<file path="config.mk">
export PLATFORM = sky130hd
export DESIGN_NAME = adsr_envelope
export DESIGN_NICKNAME = d
export VERILOG_FILES = /design/src/rtl/adsr_envelope.sv
export SDC_FILE = /design/constraint.sdc
export NUM_CORES = 1
export LEC_CHECK = 0
export ABC_AREA = 1
export CORE_UTILIZATION = 40
export CTS_CLUSTER_DIAMETER = 60
export DETAILED_ROUTE_END_ITERATION = 10
export GPL_ROUTABILITY_DRIVEN = 0
export GPL_TIMING_DRIVEN = 0
export PLACE_DENSITY = 0.61
export SYNTH_ARGS = -nofsm -noshare
export SYNTH_HDL_FRONTEND = slang
export SYNTH_SLANG_ARGS = --single-unit
</file>
<file path="constraint.sdc">
create_clock -name clk_i -period 16.6 [get_ports clk_i]
set_clock_uncertainty 0.15 [all_clocks]
set_input_delay 3.32 -clock clk_i [delete_from_list [all_inputs] [get_ports clk_i]]
set_output_delay 3.32 -clock clk_i [all_outputs]
set_load 0.02 [all_outputs]
</file>
<file path="src/rtl/adsr_envelope.sv">
// adsr_envelope: per-voice ADSR envelope generator with shared-multiplier handshake.
// Optional `define ENV_EXP_DECAY_EN selects piecewise-exponential decay/release.
module adsr_envelope #(
    parameter int unsigned NUM_VOICES = 3,
    parameter int unsigned ACC_W      = 24
) (
    input  logic       clk_i,
    input  logic       rst_ni,
    input  logic       env_start_i,
    input  logic [1:0] voice_idx_i,
    input  logic       gate_i,
    input  logic [3:0] attack_i,
    input  logic [3:0] decay_i,
    input  logic [3:0] sustain_i,
    input  logic [3:0] release_i,
    input  logic       mult_ready_i,
    output logic       mult_start_o,
    output logic [7:0] env_o,
    output logic       env_ready_o,
    output logic       env_busy_o
);

    localparam logic [2:0] S_IDLE  = 3'd0;
    localparam logic [2:0] S_LOAD  = 3'd1;
    localparam logic [2:0] S_CALC  = 3'd2;
    localparam logic [2:0] S_WRITE = 3'd3;
    localparam logic [2:0] S_MWAIT = 3'd4;
    localparam logic [2:0] S_DONE  = 3'd5;

    localparam logic [1:0] PH_ATTACK  = 2'd0;
    localparam logic [1:0] PH_DECAY   = 2'd1;
    localparam logic [1:0] PH_SUSTAIN = 2'd2;
    localparam logic [1:0] PH_RELEASE = 2'd3;

    function automatic logic [17:0] inc_a(input logic [3:0] r);
        logic [17:0] v;
        case (r)
            4'd0:    v = 18'd167117;
            4'd1:    v = 18'd41779;
            4'd2:    v = 18'd20890;
            4'd3:    v = 18'd13926;
            4'd4:    v = 18'd8796;
            4'd5:    v = 18'd5968;
            4'd6:    v = 18'd4915;
            4'd7:    v = 18'd4178;
            4'd8:    v = 18'd3342;
            4'd9:    v = 18'd1337;
            4'd10:   v = 18'd668;
            4'd11:   v = 18'd418;
            4'd12:   v = 18'd334;
            4'd13:   v = 18'd111;
            4'd14:   v = 18'd67;
            default: v = 18'd42;
        endcase
        return v;
    endfunction

    // Attack increment divided by three, rounded down.
    function automatic logic [17:0] inc_dr(input logic [3:0] r);
        logic [17:0] v;
        case (r)
            4'd0:    v = 18'd55705;
            4'd1:    v = 18'd13926;
            4'd2:    v = 18'd6963;
            4'd3:    v = 18'd4642;
            4'd4:    v = 18'd2932;
            4'd5:    v = 18'd1989;
            4'd6:    v = 18'd1638;
            4'd7:    v = 18'd1392;
            4'd8:    v = 18'd1114;
            4'd9:    v = 18'd445;
            4'd10:   v = 18'd222;
            4'd11:   v = 18'd139;
            4'd12:   v = 18'd111;
            4'd13:   v = 18'd37;
            4'd14:   v = 18'd22;
            default: v = 18'd14;
        endcase
        return v;
    endfunction

    logic [2:0]       r_state;
    logic [1:0]       r_idx;
    logic             r_gate;
    logic [3:0]       r_att;
    logic [3:0]       r_dec;
    logic [3:0]       r_sus;
    logic [3:0]       r_rel;
    logic [1:0]       r_phase;
    logic [ACC_W-1:0] r_acc;
    logic             r_gprev;
    logic [1:0]       r_nphase;
    logic [ACC_W-1:0] r_nacc;
    logic [7:0]       r_env;
    logic             r_mstart;
    logic             r_eready;
    logic             r_busy;

    logic [1:0]       r_v_phase [NUM_VOICES];
    logic [ACC_W-1:0] r_v_acc   [NUM_VOICES];
    logic             r_v_gprev [NUM_VOICES];

    logic             w_valid;
    logic [1:0]       w_rd_phase;
    logic [ACC_W-1:0] w_rd_acc;
    logic             w_rd_gprev;
    logic [1:0]       w_gphase;
    logic [1:0]       w_nphase;
    logic [ACC_W-1:0] w_nacc;
    logic [ACC_W-1:0] w_sus;
    logic [17:0]      w_step;
    logic [2:0]       w_sh;
    logic [ACC_W:0]   w_sum;
    logic [ACC_W:0]   w_dif;

    assign w_valid = (32'(r_idx) < NUM_VOICES);
    assign w_sus   = {r_sus, r_sus, {(ACC_W-8){1'b0}}};

    always_comb begin
        w_rd_phase = PH_RELEASE;
        w_rd_acc   = '0;
        w_rd_gprev = 1'b0;
        for (int i = 0; i < NUM_VOICES; i++) begin
            if (32'(r_idx) == 32'(i)) begin
                w_rd_phase = r_v_phase[i];
                w_rd_acc   = r_v_acc[i];
                w_rd_gprev = r_v_gprev[i];
            end
        end
    end

`ifdef ENV_EXP_DECAY_EN
    logic [7:0] w_lvl;
    assign w_lvl = r_acc[ACC_W-1 -: 8];

    always_comb begin
        if (w_lvl >= 8'h5D)      w_sh = 3'd0;
        else if (w_lvl >= 8'h36) w_sh = 3'd1;
        else if (w_lvl >= 8'h1A) w_sh = 3'd2;
        else if (w_lvl >= 8'h0E) w_sh = 3'd3;
        else if (w_lvl >= 8'h06) w_sh = 3'd4;
        else                     w_sh = 3'd5;
    end
`else
    assign w_sh = 3'd0;
`endif

    // Gate edges override the stored phase before the rate step is applied.
    always_comb begin
        w_gphase = r_phase;
        if (r_gate && !r_gprev)
            w_gphase = PH_ATTACK;
        else if (!r_gate && r_gprev)
            w_gphase = PH_RELEASE;
    end

    assign w_step = inc_dr((w_gphase == PH_RELEASE) ? r_rel : r_dec) >> w_sh;
    assign w_sum  = {1'b0, r_acc} + (ACC_W+1)'(inc_a(r_att));
    assign w_dif  = {1'b0, r_acc} - (ACC_W+1)'(w_step);

    always_comb begin
        w_nacc   = r_acc;
        w_nphase = w_gphase;
        unique case (w_gphase)
            PH_ATTACK: begin
                if (w_sum[ACC_W]) begin
                    w_nacc   = '1;
                    w_nphase = PH_DECAY;
                end else begin
                    w_nacc = w_sum[ACC_W-1:0];
                end
            end
            PH_DECAY: begin
                if (w_dif[ACC_W] || (w_dif[ACC_W-1:0] <= w_sus)) begin
                    w_nacc   = w_sus;
                    w_nphase = PH_SUSTAIN;
                end else begin
                    w_nacc = w_dif[ACC_W-1:0];
                end
            end
            PH_SUSTAIN: begin
                if (r_acc > w_sus)
                    w_nphase = PH_DECAY;
            end
            default: begin
                w_nacc = w_dif[ACC_W] ? '0 : w_dif[ACC_W-1:0];
            end
        endcase
    end

    always_ff @(posedge clk_i or negedge rst_ni) begin
        if (!rst_ni) begin
            r_state  <= S_IDLE;
            r_idx    <= 2'd0;
            r_gate   <= 1'b0;
            r_att    <= 4'd0;
            r_dec    <= 4'd0;
            r_sus    <= 4'd0;
            r_rel    <= 4'd0;
            r_phase  <= PH_RELEASE;
            r_acc    <= '0;
            r_gprev  <= 1'b0;
            r_nphase <= PH_RELEASE;
            r_nacc   <= '0;
            r_env    <= 8'd0;
            r_mstart <= 1'b0;
            r_eready <= 1'b0;
            r_busy   <= 1'b0;
            for (int i = 0; i < NUM_VOICES; i++) begin
                r_v_phase[i] <= PH_RELEASE;
                r_v_acc[i]   <= '0;
                r_v_gprev[i] <= 1'b0;
            end
        end else begin
            unique case (r_state)
                S_IDLE: begin
                    if (env_start_i) begin
                        r_idx   <= voice_idx_i;
                        r_gate  <= gate_i;
                        r_att   <= attack_i;
                        r_dec   <= decay_i;
                        r_sus   <= sustain_i;
                        r_rel   <= release_i;
                        r_busy  <= 1'b1;
                        r_state <= S_LOAD;
                    end
                end
                S_LOAD: begin
                    r_phase <= w_rd_phase;
                    r_acc   <= w_rd_acc;
                    r_gprev <= w_rd_gprev;
                    r_state <= S_CALC;
                end
                S_CALC: begin
                    r_nacc   <= w_nacc;
                    r_nphase <= w_nphase;
                    r_env    <= w_valid ? w_nacc[ACC_W-1 -: 8] : 8'd0;
                    r_mstart <= 1'b1;
                    r_state  <= S_WRITE;
                end
                S_WRITE: begin
                    r_mstart <= 1'b0;
                    for (int i = 0; i < NUM_VOICES; i++) begin
                        if (32'(r_idx) == 32'(i)) begin
                            r_v_phase[i] <= r_nphase;
                            r_v_acc[i]   <= r_nacc;
                            r_v_gprev[i] <= r_gate;
                        end
                    end
                    r_state <= S_MWAIT;
                end
                S_MWAIT: begin
                    if (mult_ready_i) begin
                        r_eready <= 1'b1;
                        r_state  <= S_DONE;
                    end
                end
                S_DONE: begin
                    r_eready <= 1'b0;
                    r_busy   <= 1'b0;
                    r_state  <= S_IDLE;
                end
                default: r_state <= S_IDLE;
            endcase
        end
    end

    assign mult_start_o = r_mstart;
    assign env_o        = r_env;
    assign env_ready_o  = r_eready;
    assign env_busy_o   = r_busy;

endmodule
</file>
# Word level (Yosys, flattened, before mapping)
# Memory sizes are Yosys's and may differ from the RTL's.
# Cells that the tools add are included.
# Widths: inputs -> output; s select.
[classes] add_sub_neg=2 multipliers=0 div_mod_pow=0 n_lt_le_gt_ge=3 n_eq_ne=12 shift=0 mux=29 bitwise=0 reduce_logical=18
[ops] operator="$mux 24" count=6
[ops] operator="$pmux 24 s3" count=1
[ops] operator="$add 24x18->25" count=1
[ops] operator="$sub 24x18->25" count=1
[ops] operator="$gt 24x24->1" count=1
[ops] operator="$le 24x24->1" count=1
[ops] operator="$mux 2" count=8
[ops] operator="$pmux 3 s5" count=1
[ops] operator="$reduce_and 2->1" count=7
[ops] operator="$mux 8" count=1
[ops] operator="$eq 2x2->1 const B" count=3
[ops] operator="$eq 3x2->1 const B" count=2
[ops] operator="$eq 3x3->1 const B" count=2
[ops] operator="$mux 3" count=2
[ops] operator="$pmux 1 s2" count=3
[ops] operator="$pmux 2 s3" count=1
[ops] operator="$reduce_bool 2->1" count=3
[ops] operator="$mux 1" count=5
[ops] operator="$eq 2x1->1 const B" count=2
[ops] operator="$logic_not 2->1" count=2
[ops] operator="$mux 4" count=1
[ops] operator="$ne 2x2->1 const B" count=2
[ops] operator="$eq 3x1->1 const B" count=1
[ops] operator="$logic_not 3->1" count=1
[ops] operator="other kinds (4)" count=6
[totals] ff_bits=167 latchBits=0 mem_bits_rw=0 romBits=528 memories=2
[mem_list] memory="(no name shown)" depth=16 width=17 rd=1 rd_clocked_by_memory_dff=0 write_ports=0 line_no="37" source="case (r)"
[mem_list] memory="(no name shown)" depth=16 width=16 rd=1 rd_clocked_by_memory_dff=0 write_ports=0 line_no="61" source="case (r)"

# Longest topological paths before layout
# An unclocked memory read counts as a cell.
[logic_depth] word_depth=13 ltp_mapped=45 ltp_nobuf=45

# Worst setup path after synthesis
# Ideal clock, no wire load.
[synth_timing] kind="reg2reg" from="register r_phase[1]" to="register r_nacc[6]" setup_ns=0.117 t_arrival_ns=5.205 required_ns=16.333 setup_slack_ns=11.128 stages_incl_launch_ff=43 n_path_buf=1 path_cell_list="dfstp_2 inv_1 a21oi_2 inv_2 nor2_4 nand2_1 o21ai_0 inv_1 ha_1 inv_1 nor2_1 o32ai_1 inv_1 ha_1 fa_1 inv_1 nand2_2 nand2_1 (+7 left out) inv_1 ha_1 nand2_1 nor2_1 nand3b_1 nor2_1 nand3_1 nor2_1 nand3_2 nor2_4 nand3_4 nand3_4 nand2_4 buf_6 nand2_1 nand3_1 o21ai_1 inv_1"
[synth_via] elab_chain_cells=10 elab_cells_between_ends=14 classes_between="add/sub: 1; order compare: 1; eq/ne: 3; mux: 6; reduce/logical: 2; memory: 1"
[synth_rtl] item="start, declared" line_no="89" source="logic [1:0] r_phase;"
[synth_rtl] item="start signal, assigned" line_no="229" source="r_phase <= w_rd_phase;"
[synth_rtl] item="$mux 2 (*)" line_no="153" source="else if (!r_gate && r_gprev)"
[synth_rtl] item="$mux 2 (*)" line_no="151" source="if (r_gate && !r_gprev)"
[synth_rtl] item="$eq 2x2->1" line_no="157" source="assign w_step = inc_dr((w_gphase == PH_RELEASE) ? r_rel : r_dec) >> w_sh;"
[synth_rtl] item="$mux 4" line_no="157"
[synth_rtl] item="$mem_v2 16x16"
[synth_rtl] item="$sub 24x18->25" line_no="159" source="assign w_dif = {1'b0, r_acc} - (ACC_W+1)'(w_step);"
[synth_rtl] item="$le 24x24->1" line_no="174" source="if (w_dif[ACC_W] || (w_dif[ACC_W-1:0] <= w_sus)) begin"
[synth_rtl] item="$logic_or 1x1->1" line_no="174"
[synth_rtl] item="$mux 24" line_no="174"
[synth_rtl] item="$pmux 24 s3 (*)" line_no="164" source="unique case (w_gphase)"
[synth_rtl] item="end signal, assigned" line_no="235" source="r_nacc <= w_nacc;"
[synth_rtl] item="end, declared" line_no="93" source="logic [ACC_W-1:0] r_nacc;"
# Mark *: on every way between the ends. The rest lies on a longest branch, timed or not.
# A chain may end at the register's enable or synchronous reset.

# Final worst setup path
[layout_timing] from="register r_gate" to="register r_nacc[12]"
[layout_via] elab_chain_cells=12 elab_cells_between_ends=17 classes_between="add/sub: 1; order compare: 1; eq/ne: 3; mux: 6; reduce/logical: 5; memory: 1"
[layout_rtl] item="start, declared" line_no="84" source="logic r_gate;"
[layout_rtl] item="start signal, assigned" line_no="219" source="r_gate <= gate_i;"
[layout_rtl] item="$logic_not 1->1" line_no="153"
[layout_rtl] item="$logic_and 1x1->1" line_no="153"
[layout_rtl] item="$mux 2" line_no="153"
[layout_rtl] item="$mux 2 (*)" line_no="151"
[layout_rtl] item="$eq 2x2->1" line_no="157"
[layout_rtl] item="$mux 4" line_no="157"
[layout_rtl] item="$mem_v2 16x16"
[layout_rtl] item="$sub 24x18->25" line_no="159"
[layout_rtl] item="$le 24x24->1" line_no="174"
[layout_rtl] item="$logic_or 1x1->1" line_no="174"
[layout_rtl] item="$mux 24" line_no="174"
[layout_rtl] item="$pmux 24 s3 (*)" line_no="164"
# Marked as above.

==> results.rst <==
.. list-table::
   :header-rows: 1

   * - Metric
     - Value
   * - Run status
     - finished, violations left
   * - Violations in the final reports
     - design-rule violations
   * - Number of max-cap violations
     - 0
   * - Overflow left after global routing
     - 0
   * - Site row count
     - about 60
   * - Clock-pin slew of the registers on the worst-case setup and hold paths
     - around 80 ps
   * - Synth Instances
     - 1458
   * - Sequential element share of the synthesized area
     - between 30% and 40%
   * - Slew of the pin with the lowest slew margin
     - between 1000 and 1500 ps
   * - Classification of the worst-slack hold path
     - flip-flop to flip-flop
   * - Antenna violations before repair
     - 0
   * - Delay contributed by the slowest stage of the critical path
     - ~710 ps
   * - Most area-hungry cell type in the Yosys netlist
     - dfrtp_1
   * - Post-Syn Area per Cell
     - about 7.4 um2
   * - Setup slack, reg-to-reg
     - a little over 9000 ps
   * - Full die area
     - 27500 um2
   * - Die Y-Extent
     - 166 um
   * - Clock sink count
     - around 170
   * - Endpoint of the worst hold path
     - env_o[5]
   * - Flops & latches, synth
     - 167
   * - Pin count of the biggest net entering global routing
     - 96
   * - Post-cts resize count
     - 0
   * - EDFF count, synth
     - 0
   * - Maximum root-to-sink buffer count
     - 2
   * - Multi-input gate area
     - roughly 5600 um2
   * - Number of buffers created by CTS
     - 17
   * - Net total in the final layout
     - 1597
   * - Hold Vio Cnt, Final
     - 0
   * - Peak Freq
     - 0.134 GHz
   * - Number of warning messages in the yosys log
     - 0
   * - Total of endpoints with negative setup slack in the final report
     - 0
   * - Total Wirelength
     - ~34 mm
   * - Final Cycle Share
     - between 40% and 50%
   * - I/O Pins
     - 34
   * - Startpoint of the most critical hold path
     - env_o[5]
   * - Via Count
     - 10.3k
   * - Worst flop-to-flop path startpoint
     - r_gate
   * - Hold buffer count at CTS
     - 0
   * - Final core utilization
     - ~46%
   * - Buffers and inverters on the worst path
     - 9
   * - Core ar.
     - 26200 um2
   * - Data arrival, critical path
     - ~7600 ps
   * - CP top delay family
     - simple AND/OR/NAND/NOR gates
   * - H-Tree Level Count
     - 4
   * - Required arrival time at the worst endpoint
     - 16790 ps
   * - Post-CTS repair timing setup buffer count
     - 0
   * - Area used by sequential logic in the layout
     - 4190 um2
   * - Total half-perimeter wirelength after legalization and detailed placement
     - around 26 mm
   * - Top cell type's share of synthesized area
     - 36.6%
   * - Port Buffers
     - 33
   * - Clock tree from TritonCTS
     - done
   * - Fill cell instance count of the final layout
     - around 2.7k
   * - Most common cell after layout, fill and taps aside
     - nand2_1
   * - Share of flip-flops with an asynchronous set or reset
     - 100%
   * - Final Max Tran Viols
     - 0
   * - Number of global-route vias before repair
     - just under 10k
   * - Number of nets still failing antenna checks after routing
     - 0
   * - Number of optimization iterations in the first detailed-route pass
     - 8
   * - RSZ-0062 raised after global routing
     - no
   * - Startpoint type of the worst setup path
     - flip-flop
   * - Main flop type after synthesis
     - dfrtp_1
   * - DR iter-0 viols
     - 893
   * - Slowest cell on the critical path
     - o21ai_0
   * - Clock Root Buffer
     - clkbuf_16
   * - Depth of the worst hold-timing path
     - 2
   * - Max-Slew Margin vs Limit
     - a little over an eighth
   * - Global-route wire length before repair
     - approximately 55 mm
   * - Category of the worst setup path capture point
     - flip-flop
   * - Clock insertion delay at the later pin of the skew report
     - between 400 and 500 ps
   * - FF-to-FF path depth
     - 42
   * - Detail-routed net length per standard cell
     - approximately 19 um
   * - Class of the most critical setup path
     - flip-flop to flip-flop
   * - Fraction of layout cells with a size suffix above 1
     - under 10%
   * - Setup TNS after final layout
     - 0 ps
   * - Post-synthesis net count
     - between 1.5k and 2k
   * - Antenna diode instance count
     - 0
   * - Largest driver fanout on the critical path
     - 10
   * - GRT Resource Usage Total
     - about a quarter
   * - Cell types occupying the most area after synthesis
     - dfrtp_1 (37%), nand2_1 (14%), ha_1 (7.1%)
   * - Count of unresolved DRC violations after routing
     - 6
   * - Avg Vias per Cell
     - between 5 and 6
   * - Mapped cell area
     - about 11000 um2
   * - Origin of the worst setup path
     - r_gate
   * - Most used cells in the layout excluding fill and tap cells
     - nand2_1 (387), inv_1 (185), dfrtp_1 (157), o21ai_0 (145), a21oi_1 (96)
   * - Capturing point of the worst reg2reg path
     - r_nacc[12]
   * - Minimum clock period
     - 7440 ps
   * - Post-synthesis cell type count
     - 51
   * - Width of the chip
     - approximately 170 um
   * - Layout overhead on the synthesized area
     - 12.9%
   * - Effective utilization at floorplan
     - between 40% and 50%
cell families after synthesis:
family                   Yosys count  synth area share [%]
multiplexers                       4                 0.420
adder cells (fa/ha/maj)           63                  7.49
flip-flops                       167                  39.1
buffers and inverters            245                  8.72
AO/OA/AOI/OAI                    333                  17.7
AND/OR/NAND/NOR                  624                  24.8
XOR/XNOR                          22                  1.80
flip-flops by register name, summed over array words and instances (netlist names), 4 cells and up:
register / flops
env_o: 8
r_acc: 24
r_att: 4
r_dec: 4
r_nacc: 24
r_rel: 4
r_sus: 4
r_v_acc: 72
r_v_phase: 6
Yosys cell counts (all sizes together), types with 2 or more instances:
library cell and instances:
a22oi 6, and2 3, buf 5, ha 61, o21ai 160, inv 191
a21oi 99, nor2 93, mux2 4, o211ai 3, a32oi 23, xor2 17
nand2 394, nand3b 6, a221oi 7, o22ai 11, o221ai 2, clkbuf 47
nand4 19, fa 2, o32ai 2, dfrtp 157, xnor2 5, a21o 2
o21bai 3, a211oi 5, nand3 88, clkinv 2, nor3 13, a31oi 4
or2 3, o21a 3, nor4 4, dfstp 10
through the flow:
step | area (um2) | worst slack [ps] | hold WS, ps | instances
3_5_place_dp | 11500 | 9280 | 315 | 1827
6_report | 12100 | 9160 | 333 | 1859
5_1_grt | 12100 | 8590 | 359 | 1859
4_1_cts | 12100 | 9250 | 335 | 1859
2_1_floorplan | 10700 | 11130 | 296 | 1458
3_3_place_gp | 11500 | 5180 | 313 | 1826
per-layer routing:
layer / vias up / track usage [%] / share of wire (%)
met1: 4906 / 37.5 / 46
li1: 4935 / - / -
met4: 0 / 7.64 / 2.1
met5: - / 0 / 0
met3: 56 / 3.42 / 6.8
met2: 435 / 40.7 / 45
layout make-up:
| class | count | share of cell area [%] |
|---|---|---|
| sequential | 167 | 34.6 |
| timing repair buffer | 34 | 3.00 |
| clock buffer | 17 | 3.52 |
| multi-input combinational | 1046 | 46.2 |
| tap | 335 | 3.46 |
| inverter | 193 | 5.99 |
| clock inverter | 15 | 1.44 |
| buffer | 52 | 1.74 |
worst max path at each step:
stage                  end  slack [ps]  cells past startpoint
2_1_floorplan    r_nacc[6]       11130                     42
3_3_place_gp   r_v_acc[31]        5180                      1
3_5_place_dp    r_nacc[12]        9280                     41
4_1_cts         r_nacc[12]        9250                     41
5_1_grt         r_nacc[17]        8590                     43
6_report        r_nacc[12]        9160                     42
worst register-to-register path: cells and delay by family, from the launching register on:
kind	cells	cell delay [ps]
xor gates and xnor gates	1	190
DFF	1	340
adders and majority gates	4	1260
AOI/OAI and AO/OA	2	1020
and+or+nand+nor	26	3320
buffers and inverters	9	1040
Power is left out: the tool's default activity adds up to more than one toggle a clock period on the data nets, which glitch-free logic cannot reach.
==> RTL edit (same flow settings) <==
The option `ENV_EXP_DECAY_EN` is turned on by a define.
--- a/src/rtl/adsr_envelope.sv
+++ b/src/rtl/adsr_envelope.sv
@@ -1,5 +1,7 @@
 // adsr_envelope: per-voice ADSR envelope generator with shared-multiplier handshake.
 // Optional `define ENV_EXP_DECAY_EN selects piecewise-exponential decay/release.
+`define ENV_EXP_DECAY_EN
+
 module adsr_envelope #(
     parameter int unsigned NUM_VOICES = 3,
     parameter int unsigned ACC_W      = 24
Behaviour: same outputs for any inputs over 4 cycles, from zero or initial values and one cycle with rst_ni low; that may be too few to reach the edited logic, so the function may still have changed.
==> RTL edit against the original RTL <==
  * Sequential share of layout area is 1.7 points lower
  * Routed wire length is 6.4% higher
  * Core utilization down 0.30 points
  * First-iteration DRC count increased by 17%
  * Critical endpoint is now r_nacc[20]
  * Critical path depth rose by 1
  * Setup slack gained 480 ps
  * Synthesized area is 5.4% higher
  * Sequential cell count unchanged
  * Highest routed layer unchanged
  * Design area up 5.3%
Power is not shown: default switching activity piles up to over one toggle a cycle in this logic, so the estimate is an artifact.
==> RTL edit: results (changes against the original RTL) <==
Global route
  • Pin count of the biggest net entering global routing: 105 (was 96)
  • GRT Overall Usage: 26.0% (about the same)
  • Vias in the first global route: 10.1k (was 9885)

Drt
  • Met2 wire len: 16900 µm (was 15500 µm)
  • DRT Pass-1 Iters: 5 (was 8)
  • Met1 WL: 16800 µm (was 15800 µm)
  • Avg WL per Cell: 18.3 µm (was 18.5 µm)
  • Met3 Wirelength: 2290 µm (was 2340 µm)
  • Vias per inst: 5.50 (was 5.56)
  • Initial drt markers: 1047 (was 893)

Logic synthesis
  • Area contributors post-synth: dfrtp_1, nand2_1, ha_1 (unchanged)
  • Synth cell count leaders: nand2_1, inv_1, dfrtp_1, o21ai_0, a21oi_1 (unchanged)
  • Post-synthesis net count: 1643 (was 1544)
  • Sequential area share after synthesis: 37.1% (was 39.1%)
  • Yosys cell types: 59 (was 51)

Critical path
  • Register-to-Register Path Depth: 43 (was 42)
  • Max FO, Critical Path: 8 (was 10)
  • Worst R2R End: r_nacc[20] (was r_nacc[12])
  • R2R setup slack: 9640 ps (was 9160 ps)
  • CP startpoint: r_gprev (was r_gate)
  • CP arrival: 7110 ps (was 7630 ps)
  • Slowest cell delay on critical path: 420 ps (was 710 ps)

Timing
  • Fmax: 144 MHz (was 134 MHz)

Outcome
  • Status: finished, final reports clean (was finished, violations left)

Final layout
  • Layout cells sized above 1: 7.21% (was 5.45%)
  • Final net count: 1696 (was 1597)
  • Fill cells: 2835 (was 2665)

Place
  • Hpwl dp: 27900 µm (was 26400 µm)
  • Area after DPL: 0.0121 mm² (was 0.0115 mm²)
  • Pre-CTS setup slack: 9790 ps (was 9280 ps)
RTL edit: cell types whose count changed in the layout (fill, tap and decap cells not counted), sizes merged, moves of 6 or more:
cell / unedited run / this run
a2111oi: 0 / 7
o22ai: 11 / 5
nand2: 394 / 440
nor2: 93 / 104
o211ai: 3 / 12
buf: 7 / 16
a21oi: 99 / 111
a22oi: 6 / 15
o21ai: 160 / 173
RTL edit: critical path: cells and delay by family, from the launching register on:
family	cells	cell delay [ps]
AOI/OAI and AO/OA	6	1240
xor gates and xnor gates	1	230
adders and majority gates	3	860
buffers and inverters	6	540
DFF	1	420
and+or+nand+nor	27	3370
RTL edit: worst min-delay path by stage:
stage                start          end  slack [ps]  depth (start not counted)
6_report        r_phase[0]   r_phase[0]         330                          2
5_1_grt           env_o[4]     env_o[4]         350                          2
2_1_floorplan   r_phase[0]   r_phase[0]         300                          2
4_1_cts         r_phase[0]   r_phase[0]         330                          2
3_3_place_gp   r_v_acc[68]  r_v_acc[68]         320                          2
3_5_place_dp      env_o[3]     env_o[3]         310                          2
RTL edit: routing by layer:
layer  GRT usage [%]  vias up
li1                -     5295
met1            36.6     5257
met2            42.3      402
met3            3.21       57
met4            6.27        0
met5               0        -
RTL edit: kinds of logic after synthesis:
family	share of synthesized area, %
and+or+nand+nor	25.4
AOI/OAI and AO/OA	19.5
buffers and inverters	8.76
DFF	37.1
adders and majority gates	7.11
xor gates and xnor gates	1.71
muxes	0.399
RTL edit: cell type report:
| type | count | area [µm²] | area share [%] |
|---|---|---|---|
| Buffer | 58 | 259 | 2.03 |
| Clock buffer | 17 | 425 | 3.34 |
| Clock inverter | 15 | 184 | 1.44 |
| Inverter | 194 | 731 | 5.73 |
| Multi-Input combinational cell | 1138 | 6120 | 48.0 |
| Sequential cell | 167 | 4190 | 32.9 |
| Tap cell | 378 | 473 | 3.71 |
| Timing Repair Buffer | 34 | 363 | 2.85 |
RTL edit: per-stage QoR:
step,util [%],instances
final,45.9,2001
after global routing,45.9,2001
after CTS,45.9,2001
after detailed placement,43.7,1969
after global placement,43.6,1968
after floorplan,-,1557
